## config.mk

```make
export PLATFORM = sky130hd
export DESIGN_NAME = m_proc_p4
export DESIGN_NICKNAME = d
export VERILOG_FILES = /design/src/rtl/m_proc_p4.sv
export SDC_FILE = /design/constraint.sdc
export NUM_CORES = 2
export LEC_CHECK = 0
export CORE_MARGIN = 2
export CORE_UTILIZATION = 30
export CTS_CLUSTER_SIZE = 12
export DETAILED_ROUTE_END_ITERATION = 8
export MAX_ROUTING_LAYER = met4
export PLACE_DENSITY_LB_ADDON = 0.05
export SETUP_SLACK_MARGIN = 0.3
export SYNTH_ARGS = -nofsm -noshare
export SYNTH_HDL_FRONTEND = slang
export SYNTH_SLANG_ARGS = --single-unit
```

## constraint.sdc

```tcl
create_clock -name w_clk -period 9 [get_ports w_clk]
set_input_delay 1.8 -clock w_clk [delete_from_list [all_inputs] [get_ports w_clk]]
set_output_delay 1.8 -clock w_clk [all_outputs]
set_load 0.03 [all_outputs]
```

## src/rtl/m_proc_p4.sv

```systemverilog
// m_proc_p4: four-stage in-order RV32I-subset core (IF, ID, EX, MA/WB).
// Handles OP, OP-IMM, LW, SW and the six conditional branches; all other encodings act as NOPs.
// Load data is forwarded straight into EX (FWD=1), or ID stalls behind an EX producer (FWD=0).
module m_proc_p4 #(
    parameter logic [31:0] RESET_PC = 32'h0,
    parameter int unsigned FWD      = 1,
    parameter int unsigned CNT_W    = 32
) (
    input  logic             w_clk,
    input  logic             w_rst_n,
    output logic [31:0]      w_imem_addr,
    input  logic [31:0]      w_imem_data,
    output logic [31:0]      w_dmem_addr,
    output logic             w_dmem_we,
    output logic [31:0]      w_dmem_wdata,
    input  logic [31:0]      w_dmem_rdata,
    output logic [CNT_W-1:0] w_cycle,
    output logic [CNT_W-1:0] w_instret
);

    localparam logic [6:0] OPC_OP     = 7'b0110011;
    localparam logic [6:0] OPC_OPIMM  = 7'b0010011;
    localparam logic [6:0] OPC_LOAD   = 7'b0000011;
    localparam logic [6:0] OPC_STORE  = 7'b0100011;
    localparam logic [6:0] OPC_BRANCH = 7'b1100011;
    localparam bit         FWD_EN     = (FWD != 0);

    typedef struct packed {
        logic        use1;
        logic        use2;
        logic        wr;
        logic        is_op;
        logic        is_opimm;
        logic        is_load;
        logic        is_store;
        logic        is_br;
        logic [2:0]  f3;
        logic        f7b5;
        logic [4:0]  rs1;
        logic [4:0]  rs2;
        logic [4:0]  rd;
        logic [31:0] imm;
    } dec_t;

    // Instruction decode: class flags, used sources and sign-extended immediate
    function automatic dec_t decode(input logic [31:0] ins);
        dec_t d;
        d      = '0;
        d.f3   = ins[14:12];
        d.f7b5 = ins[30];
        d.rs1  = ins[19:15];
        d.rs2  = ins[24:20];
        d.rd   = ins[11:7];
        d.imm  = {{20{ins[31]}}, ins[31:20]};
        case (ins[6:0])
            OPC_OP: begin
                d.is_op = 1'b1; d.use1 = 1'b1; d.use2 = 1'b1; d.wr = 1'b1;
            end
            OPC_OPIMM: begin
                d.is_opimm = 1'b1; d.use1 = 1'b1; d.wr = 1'b1;
            end
            OPC_LOAD: begin
                if (ins[14:12] == 3'b010) begin
                    d.is_load = 1'b1; d.use1 = 1'b1; d.wr = 1'b1;
                end
            end
            OPC_STORE: begin
                if (ins[14:12] == 3'b010) begin
                    d.is_store = 1'b1; d.use1 = 1'b1; d.use2 = 1'b1;
                    d.imm = {{20{ins[31]}}, ins[31:25], ins[11:7]};
                end
            end
            OPC_BRANCH: begin
                if (ins[14:13] != 2'b01) begin
                    d.is_br = 1'b1; d.use1 = 1'b1; d.use2 = 1'b1;
                    d.imm = {{19{ins[31]}}, ins[31], ins[7], ins[30:25], ins[11:8], 1'b0};
                end
            end
            default: ;
        endcase
        return d;
    endfunction

    logic [31:0] pc;
    logic        p1_v;
    logic [31:0] p1_instr, p1_pc;
    logic        p2_v;
    dec_t        p2_d;
    logic [31:0] p2_v1, p2_v2, p2_tgt;
    logic        p3_v, p3_wr, p3_load, p3_store;
    logic [4:0]  p3_rd;
    logic [31:0] p3_alu, p3_sdata;
    logic [31:0] rf [32];

    dec_t        id_d;
    logic [31:0] id_v1, id_v2;
    logic [31:0] ex_a, ex_b, alu_b, alu_y;
    logic        taken, miss, stall, wb_en;
    logic [31:0] wb_val;

    assign w_imem_addr  = pc;
    assign w_dmem_addr  = p3_alu;
    assign w_dmem_wdata = p3_sdata;
    assign w_dmem_we    = p3_v & p3_store & w_rst_n;
    assign wb_val       = p3_load ? w_dmem_rdata : p3_alu;
    assign wb_en        = p3_v & p3_wr & (p3_rd != 5'd0);
    assign id_d         = decode(p1_instr);

    // ID register read with bypass of the value being written back this cycle
    always_comb begin
        id_v1 = (id_d.rs1 == 5'd0) ? 32'd0 : rf[id_d.rs1];
        id_v2 = (id_d.rs2 == 5'd0) ? 32'd0 : rf[id_d.rs2];
        if (wb_en && (p3_rd == id_d.rs1)) id_v1 = wb_val;
        if (wb_en && (p3_rd == id_d.rs2)) id_v2 = wb_val;
    end

    // Interlock: hold ID while a valid writing instruction in EX produces a used source
    always_comb begin
        stall = 1'b0;
        if (!FWD_EN && p1_v && p2_v && p2_d.wr && (p2_d.rd != 5'd0)) begin
            stall = (id_d.use1 && (id_d.rs1 == p2_d.rd)) ||
                    (id_d.use2 && (id_d.rs2 == p2_d.rd));
        end
    end

    // EX operands, optionally forwarded from the MA write-back value
    always_comb begin
        ex_a = p2_v1;
        ex_b = p2_v2;
        if (FWD_EN && wb_en && p2_d.use1 && (p3_rd == p2_d.rs1)) ex_a = wb_val;
        if (FWD_EN && wb_en && p2_d.use2 && (p3_rd == p2_d.rs2)) ex_b = wb_val;
        alu_b = p2_d.is_op ? ex_b : p2_d.imm;
    end

    // ALU: full function set for OP/OP-IMM, address add for loads and stores
    always_comb begin
        alu_y = ex_a + alu_b;
        if (p2_d.is_op || p2_d.is_opimm) begin
            case (p2_d.f3)
                3'b000:  alu_y = (p2_d.is_op && p2_d.f7b5) ? ex_a - alu_b : ex_a + alu_b;
                3'b001:  alu_y = ex_a << alu_b[4:0];
                3'b010:  alu_y = {31'd0, $signed(ex_a) < $signed(alu_b)};
                3'b011:  alu_y = {31'd0, ex_a < alu_b};
                3'b100:  alu_y = ex_a ^ alu_b;
                3'b101:  alu_y = p2_d.f7b5 ? 32'($signed(ex_a) >>> alu_b[4:0])
                                           : ex_a >> alu_b[4:0];
                3'b110:  alu_y = ex_a | alu_b;
                default: alu_y = ex_a & alu_b;
            endcase
        end
    end

    // Branch condition and redirect
    always_comb begin
        case (p2_d.f3)
            3'b000:  taken = (ex_a == ex_b);
            3'b001:  taken = (ex_a != ex_b);
            3'b100:  taken = ($signed(ex_a) < $signed(ex_b));
            3'b101:  taken = ($signed(ex_a) >= $signed(ex_b));
            3'b110:  taken = (ex_a < ex_b);
            3'b111:  taken = (ex_a >= ex_b);
            default: taken = 1'b0;
        endcase
        miss = p2_v & p2_d.is_br & taken;
    end

    // Pipeline registers, PC and counters; redirect takes priority over stall
    always_ff @(posedge w_clk) begin
        if (!w_rst_n) begin
            pc        <= RESET_PC;
            p1_v      <= 1'b0;
            p2_v      <= 1'b0;
            p3_v      <= 1'b0;
            w_cycle   <= '0;
            w_instret <= '0;
        end else begin
            w_cycle <= w_cycle + CNT_W'(1);
            if (p3_v) w_instret <= w_instret + CNT_W'(1);
            if (miss) begin
                pc   <= p2_tgt;
                p1_v <= 1'b0;
            end else if (!stall) begin
                pc       <= pc + 32'd4;
                p1_v     <= 1'b1;
                p1_instr <= w_imem_data;
                p1_pc    <= pc;
            end
            p2_v     <= p1_v & ~miss & ~stall;
            p2_d     <= id_d;
            p2_v1    <= id_v1;
            p2_v2    <= id_v2;
            p2_tgt   <= p1_pc + id_d.imm;
            p3_v     <= p2_v;
            p3_wr    <= p2_d.wr;
            p3_load  <= p2_d.is_load;
            p3_store <= p2_d.is_store;
            p3_rd    <= p2_d.rd;
            p3_alu   <= alu_y;
            p3_sdata <= ex_b;
        end
    end

    // Register file write-back; x0 is never written
    always_ff @(posedge w_clk) begin
        if (w_rst_n && wb_en) rf[p3_rd] <= wb_val;
    end

endmodule
```

* Word level (Yosys, flattened, before mapping)
Memories as Yosys holds them, arrays and structs flattened. A register that Yosys moved wholly into a read port is not among the register bits.
Cells that the tools add are included.
** Word-level totals
- Output and inout bits :: 161
- Word-level logic and storage cells :: 124
- Bits in writable memories :: 1024
- Bits in registers :: 371
- Input bits :: 66
- Memories kept :: 1
** Operators by class
- Mux-type cells :: 31
- Add/subtract/negate cells :: 6
- Reductions and logical operators :: 15
- Eq/ne operators :: 20
- $lt $le $gt $ge :: 6
- Shifts and indexed selects :: 3
- Bitwise logic cells :: 11
** Memory list
- rf :: depth 32, width 32, read ports 2, clocked after Yosys merged registers in 2, write ports 1, line 93 : logic [31:0] rf [32];
** Operator list (number)
- two-way mux 32 bit :: 12
- one-hot mux 32 bit (7 select lines) :: 1
- less-than comparator 32 bit :: 4
- adder 32 x 1 -> 32 bit (second input constant) :: 2
- adder 32 bit :: 2
- >= comparator 32 bit :: 2
- adder 32 x 3 -> 32 bit (second input constant) :: 1
- AND 32 bit :: 1
- == test 32 bit :: 1
- inequality test 32 bit :: 1
- bitwise OR 32 bit :: 1
- << shifter 32 x 5 -> 32 bit :: 1
- >> shifter 32 x 5 -> 32 bit :: 1
- >>> shifter 32 x 5 -> 32 bit :: 1
- subtractor 32 bit :: 1
- bitwise XOR 32 bit :: 1
- one-hot mux 12 bit (2 select lines) :: 1
- == test 5 bit :: 4
- two-way mux 5 bit :: 3
- == test 7 x 6 -> 1 bit (second input constant) :: 2
- == test 3 bit (second input constant) :: 4
- two-way mux 12 bit :: 1
- logical NOT 5 bit :: 2
- == test 3 x 2 -> 1 bit (second input constant) :: 3
- 19 further kinds :: 39

* Depth between registers and ports, before layout
- Word-level depth :: 11
- Depth in mapped cells :: 27
- Gate-level depth less buffers :: 22

* Least setup slack after synthesis
OpenSTA, ideal clock, no wires.
- Path type :: input to register
- From :: input port w_dmem_rdata[1]
- To :: register with a tool-made name
- Library setup time :: 126 ps
- Path buffers :: 2
- Setup slack :: 1003 ps
- Arrival :: 7870 ps
- Stages :: 21
- Data required time :: 8874 ps
- Cells stage by stage :: mux2i_1 inv_1 nor4_1 nor2_4 ha_1 nor2b_1 o21a_1 o21a_1 o21a_1 o21a_1 o21a_1 o21a_1 o21ai_0 a21boi_0 nor3_1 a311oi_1 and2_1 clkbuf_1 a21oi_1 clkbuf_1 mux2_2
** RTL lines
- from (decl) :: line 16 : input logic [31:0] w_dmem_rdata,

* Worst setup path after layout
- From :: input port w_dmem_rdata[2]
- To :: register p3_alu[31] (netlist: w_dmem_addr[31]) (data pin)
** Between the ends
- Cells in the longest elaborated chain, start to end :: 7
- Elaborated cells between the ends (all ways) :: 13
- Classes of those cells :: add/sub: 2; shift: 3; mux: 8
** RTL lines
- two-way mux 32 bit (*) :: line 105 : assign wb_val = p3_load ? w_dmem_rdata : p3_alu;
- net wb_val[2] :: line 99 : logic [31:0] wb_val;
- two-way mux 32 bit (*) :: line 131 : if (FWD_EN && wb_en && p2_d.use2 && (p3_rd == p2_d.rs2)) ex_b = wb_val;
- net ex_b[2] :: line 97 : logic [31:0] ex_a, ex_b, alu_b, alu_y;
- two-way mux 32 bit (*) :: line 132 : alu_b = p2_d.is_op ? ex_b : p2_d.imm;
- adder 32 bit, or another cell as far along :: line 137, 140
- two-way mux 32 bit, on equally long branches :: line 140, 145
- one-hot mux 32 bit (7 select lines) :: line 139 : case (p2_d.f3)
- two-way mux 32 bit (*) :: line 138 : if (p2_d.is_op || p2_d.is_opimm) begin
- net alu_y[31] :: line 97
- to (signal assigned) :: line 198 : p3_alu <= alu_y;
- to (decl) :: line 92 : logic [31:0] p3_alu, p3_sdata;
Mark *: on every way through the listed nets, which the timed path passes. The rest lies on a longest branch.
A chain may end at the register's enable or synchronous reset.

==> impl_results.md <==
- Slowest cell delay on critical path: 0.75 ns
- Initial antenna violation count: 10
- Final Cell Area: 85400 µm²
- CP most frequent cell: inv_1
- CTS Buffer Depth: 3
- Mapped Area: 72900 µm²
- Chip height: 497 µm
- Rel. slew slack: 12.6%
- Postcts setup bufs: 0
- DRT Pass-1 Iters: 6
- Post-synth EDFFs: 1295
- RSZ-0062 raised after global routing: no
- Tmin final: 7.55 ns
- Mapped Cells: 4908
- Worst-path cell chain: clkdlybuf4s50_1 > mux2i_1 > inv_1 > mux2_2 > mux2i_4 > ha_1 > inv_1 > o41ai_2 > a311oi_1 > a2111oi_2 > o21a_1 > nor4b_1 > o2111ai_1 > o211ai_1 > o31ai_1 > xor2_1 > a2111oi_0 > nor2_1
- Rows: 181
- Antenna viol nets, final: 0
- Max Transition Viols Final: 0
- Via density: 5.54
- Static Leak: 28.5 nW
- Netlist cell types: 89
- Post-Layout Cell Count: 8510
- Via count: 47200
- 1st-iter DRT viols: 4299
- Fin Clk Skew: 0.0610 ns
- CP startpoint kind: primary input
- Worst EP required: 9.58 ns
- Total gr overflow: 0
- Seq/Total Area, Yosys: 56.3%
- Placed cell count: 8190
- Arrival @ worst endpoint: 8.13 ns
- CTS H-tree lvls: 4
- Sum of negative setup slack: 0 ns
- Period utilisation layout: 83.9%
- Routed length per instance: 32.9 µm
- Crit Path Class: primary input to register
- Synth top area share: 53.3%
- Fin util: 35.2%
- Number of synthesis warnings: 0
- CTS Root Cell: clkbuf_16
- Max_cap viols: 0
- # IOs: 227
- Cts hold-fix bufs: 0
- Largest net degree at the start of global routing: 92
- Leading area contributor after synthesis: edfxtp_1
- Total Nets Final: 5392
- Dpl hpwl: 179 mm
- Worst-path clk slew: 0.06 ns
- Async S/R FF share, synth: 0%
- Area Overhead vs Synth: 17.0%
- Pre-CTS setup slack: 0.691 ns
- Status: finished, final reports clean
- Final GP Congestion: 0.965
- Clock Sinks: 1404
- Upper clock frequency limit: 0.132 GHz
- Synth top area cells: edfxtp_1 (53%), mux4_2 (20%), dfxtp_1 (3.0%)
- Wire length of the first global-routing pass: 392 mm
- Placed Area: 79800 µm²
- Final setup viols: 0
- Commonest cells post-synth: edfxtp_1 (1295), mux4_2 (641), nor2_1 (356)
- CTS Buf Count: 171
- Worst Setup Slack, final: 1.45 ns
- Mean post-synth cell area: 14.9 µm²
- Initial cell density of the core: 30.1%
- # resized after CTS: 0
- Cell with the most instances after synthesis: edfxtp_1
- Tightest Pin Transition: 1.31 ns
- DR DRC count: 0
- Vias in the first global route: 47900
- Total Wirelength: 280 mm
- CTS tree: yes
- IO Port Bufs: 226
- Fraction of layout cells with a size suffix above 1: 21.7%
- FILL cells: 23200
- Worst-Skew Late Latency: 0.86 ns
- Global Route Usage Sum: 23.0%
- Synth Flop Type: edfxtp_1
- Hold Violations, Final: 0
- CP max stage cell: a2111oi_2
- Max FO, Critical Path: 33
- Crit end category: register
- Register bit total from synthesis: 1404
- Hold WC Path Type: register to register
- Power Dens Cells: 214 nW/µm²
- Peak supply drop: 0.167 mV
- Die span in x: 497 µm
- Core area: 243000 µm²
- Die ar.: 247000 µm²
==> cells by family after synthesis <==
| group | count (synthesis) | share of synthesized area (%) |
|---|---|---|
| AND/OR/NAND/NOR | 902 | 5.65 |
| other | 1 | 0.00514 |
| XOR/XNOR | 171 | 2.05 |
| AO/OA/AOI/OAI | 915 | 8.01 |
| multiplexers | 827 | 22.4 |
| adder cells (fa/ha/maj) | 165 | 2.84 |
| buffers and inverters | 523 | 2.76 |
| flip-flops | 1404 | 56.3 |
==> registers in the layout, summed over array words and instances (netlist names), named ones only <==
name,flops
w_dmem_wdata,32
w_cycle,32
p3_wr,1
p2_d,39
p3_store,1
p2_tgt,32
p3_rd,5
p1_v,1
w_instret,32
p1_instr,32
p2_v,1
rf,1024
p2_v2,32
p2_v1,32
w_dmem_addr,32
p3_v,1
w_imem_addr,32
p3_load,1
p1_pc,32
==> power by group <==
part           internal (mW)  total [mW]  leakage (nW)  switching (mW)
logic                   1.30        3.60          12.9            2.30
clock network           4.05        6.99          2.72            2.94
registers               7.49        7.67          12.8           0.179
total                   12.8        18.3          28.5            5.41
==> critical path, delay by kind of cell <==
kind / cells / cell delay, ns
buffers and inverters: 3 / 1.25
xor gates and xnor gates: 1 / 0.15
and+or+nand+nor: 2 / 0.63
AOI/OAI and AO/OA: 8 / 2.58
muxes: 3 / 1.28
adders and majority gates: 1 / 0.39
==> layer usage <==
metal / vias to the layer above / global-route usage, % / wire length [µm]
li1: 20200 / - / -
met1: 25200 / 31.7 / 129000
met2: 1449 / 35.9 / 132000
met3: 340 / 3.16 / 12600
met4: 0 / 5.69 / 6980
met5: - / - / 0
==> layout make-up <==
class                      count  area (µm²)  area share, %
clock buffer                 214        4460           5.22
sequential                  1404       41100           48.2
antenna                        4        10.0         0.0117
multi-input combinational   3012       30300           35.5
timing repair buffer         388        3620           4.24
clock inverter               102        1140           1.34
inverter                     184         692          0.810
tap                         3202        4010           4.69
==> placed cells by master (no fill, tap or decap), drive strengths merged, types with 18 or more instances in the layout <==
master,n
edfxtp,1295
mux4,641
nor2,357
a21oi,263
clkdlybuf4s50,225
clkbuf,214
nand2,207
inv,184
o21ai,178
ha,164
buf,163
mux2i,160
dfxtp,109
xnor2,87
o22ai,85
xor2,84
nor3,83
clkinv,81
nand3,68
a211oi,66
a21o,60
a31oi,41
and3,34
o211ai,33
nand4,32
conb,32
o21bai,27
mux2,26
nor2b,22
o221ai,19
nand2b,18
bufinv,18
and2,18
==> final timing paths <==
check | from | to | slack, ns | cells past startpoint
setup reg to reg | p3_v | w_dmem_addr[31] | 1.73 | 18
hold reg to reg | p2_d[32] | p3_rd[0] | 0.41 | 0
setup / recovery | w_dmem_rdata[2] | w_dmem_addr[31] | 1.45 | 18
hold / removal | p2_d[32] | p3_rd[0] | 0.41 | 0
==> stage by stage <==
stage	hold slack, ns	power (mW)
after floorplan	0.400	9.90
after global placement	0.403	11.4
after detailed placement	0.405	11.4
after CTS	0.408	18.5
after global routing	0.429	19.0
final	0.407	18.3
No activity file was read; power rests on OpenSTA's default activity.
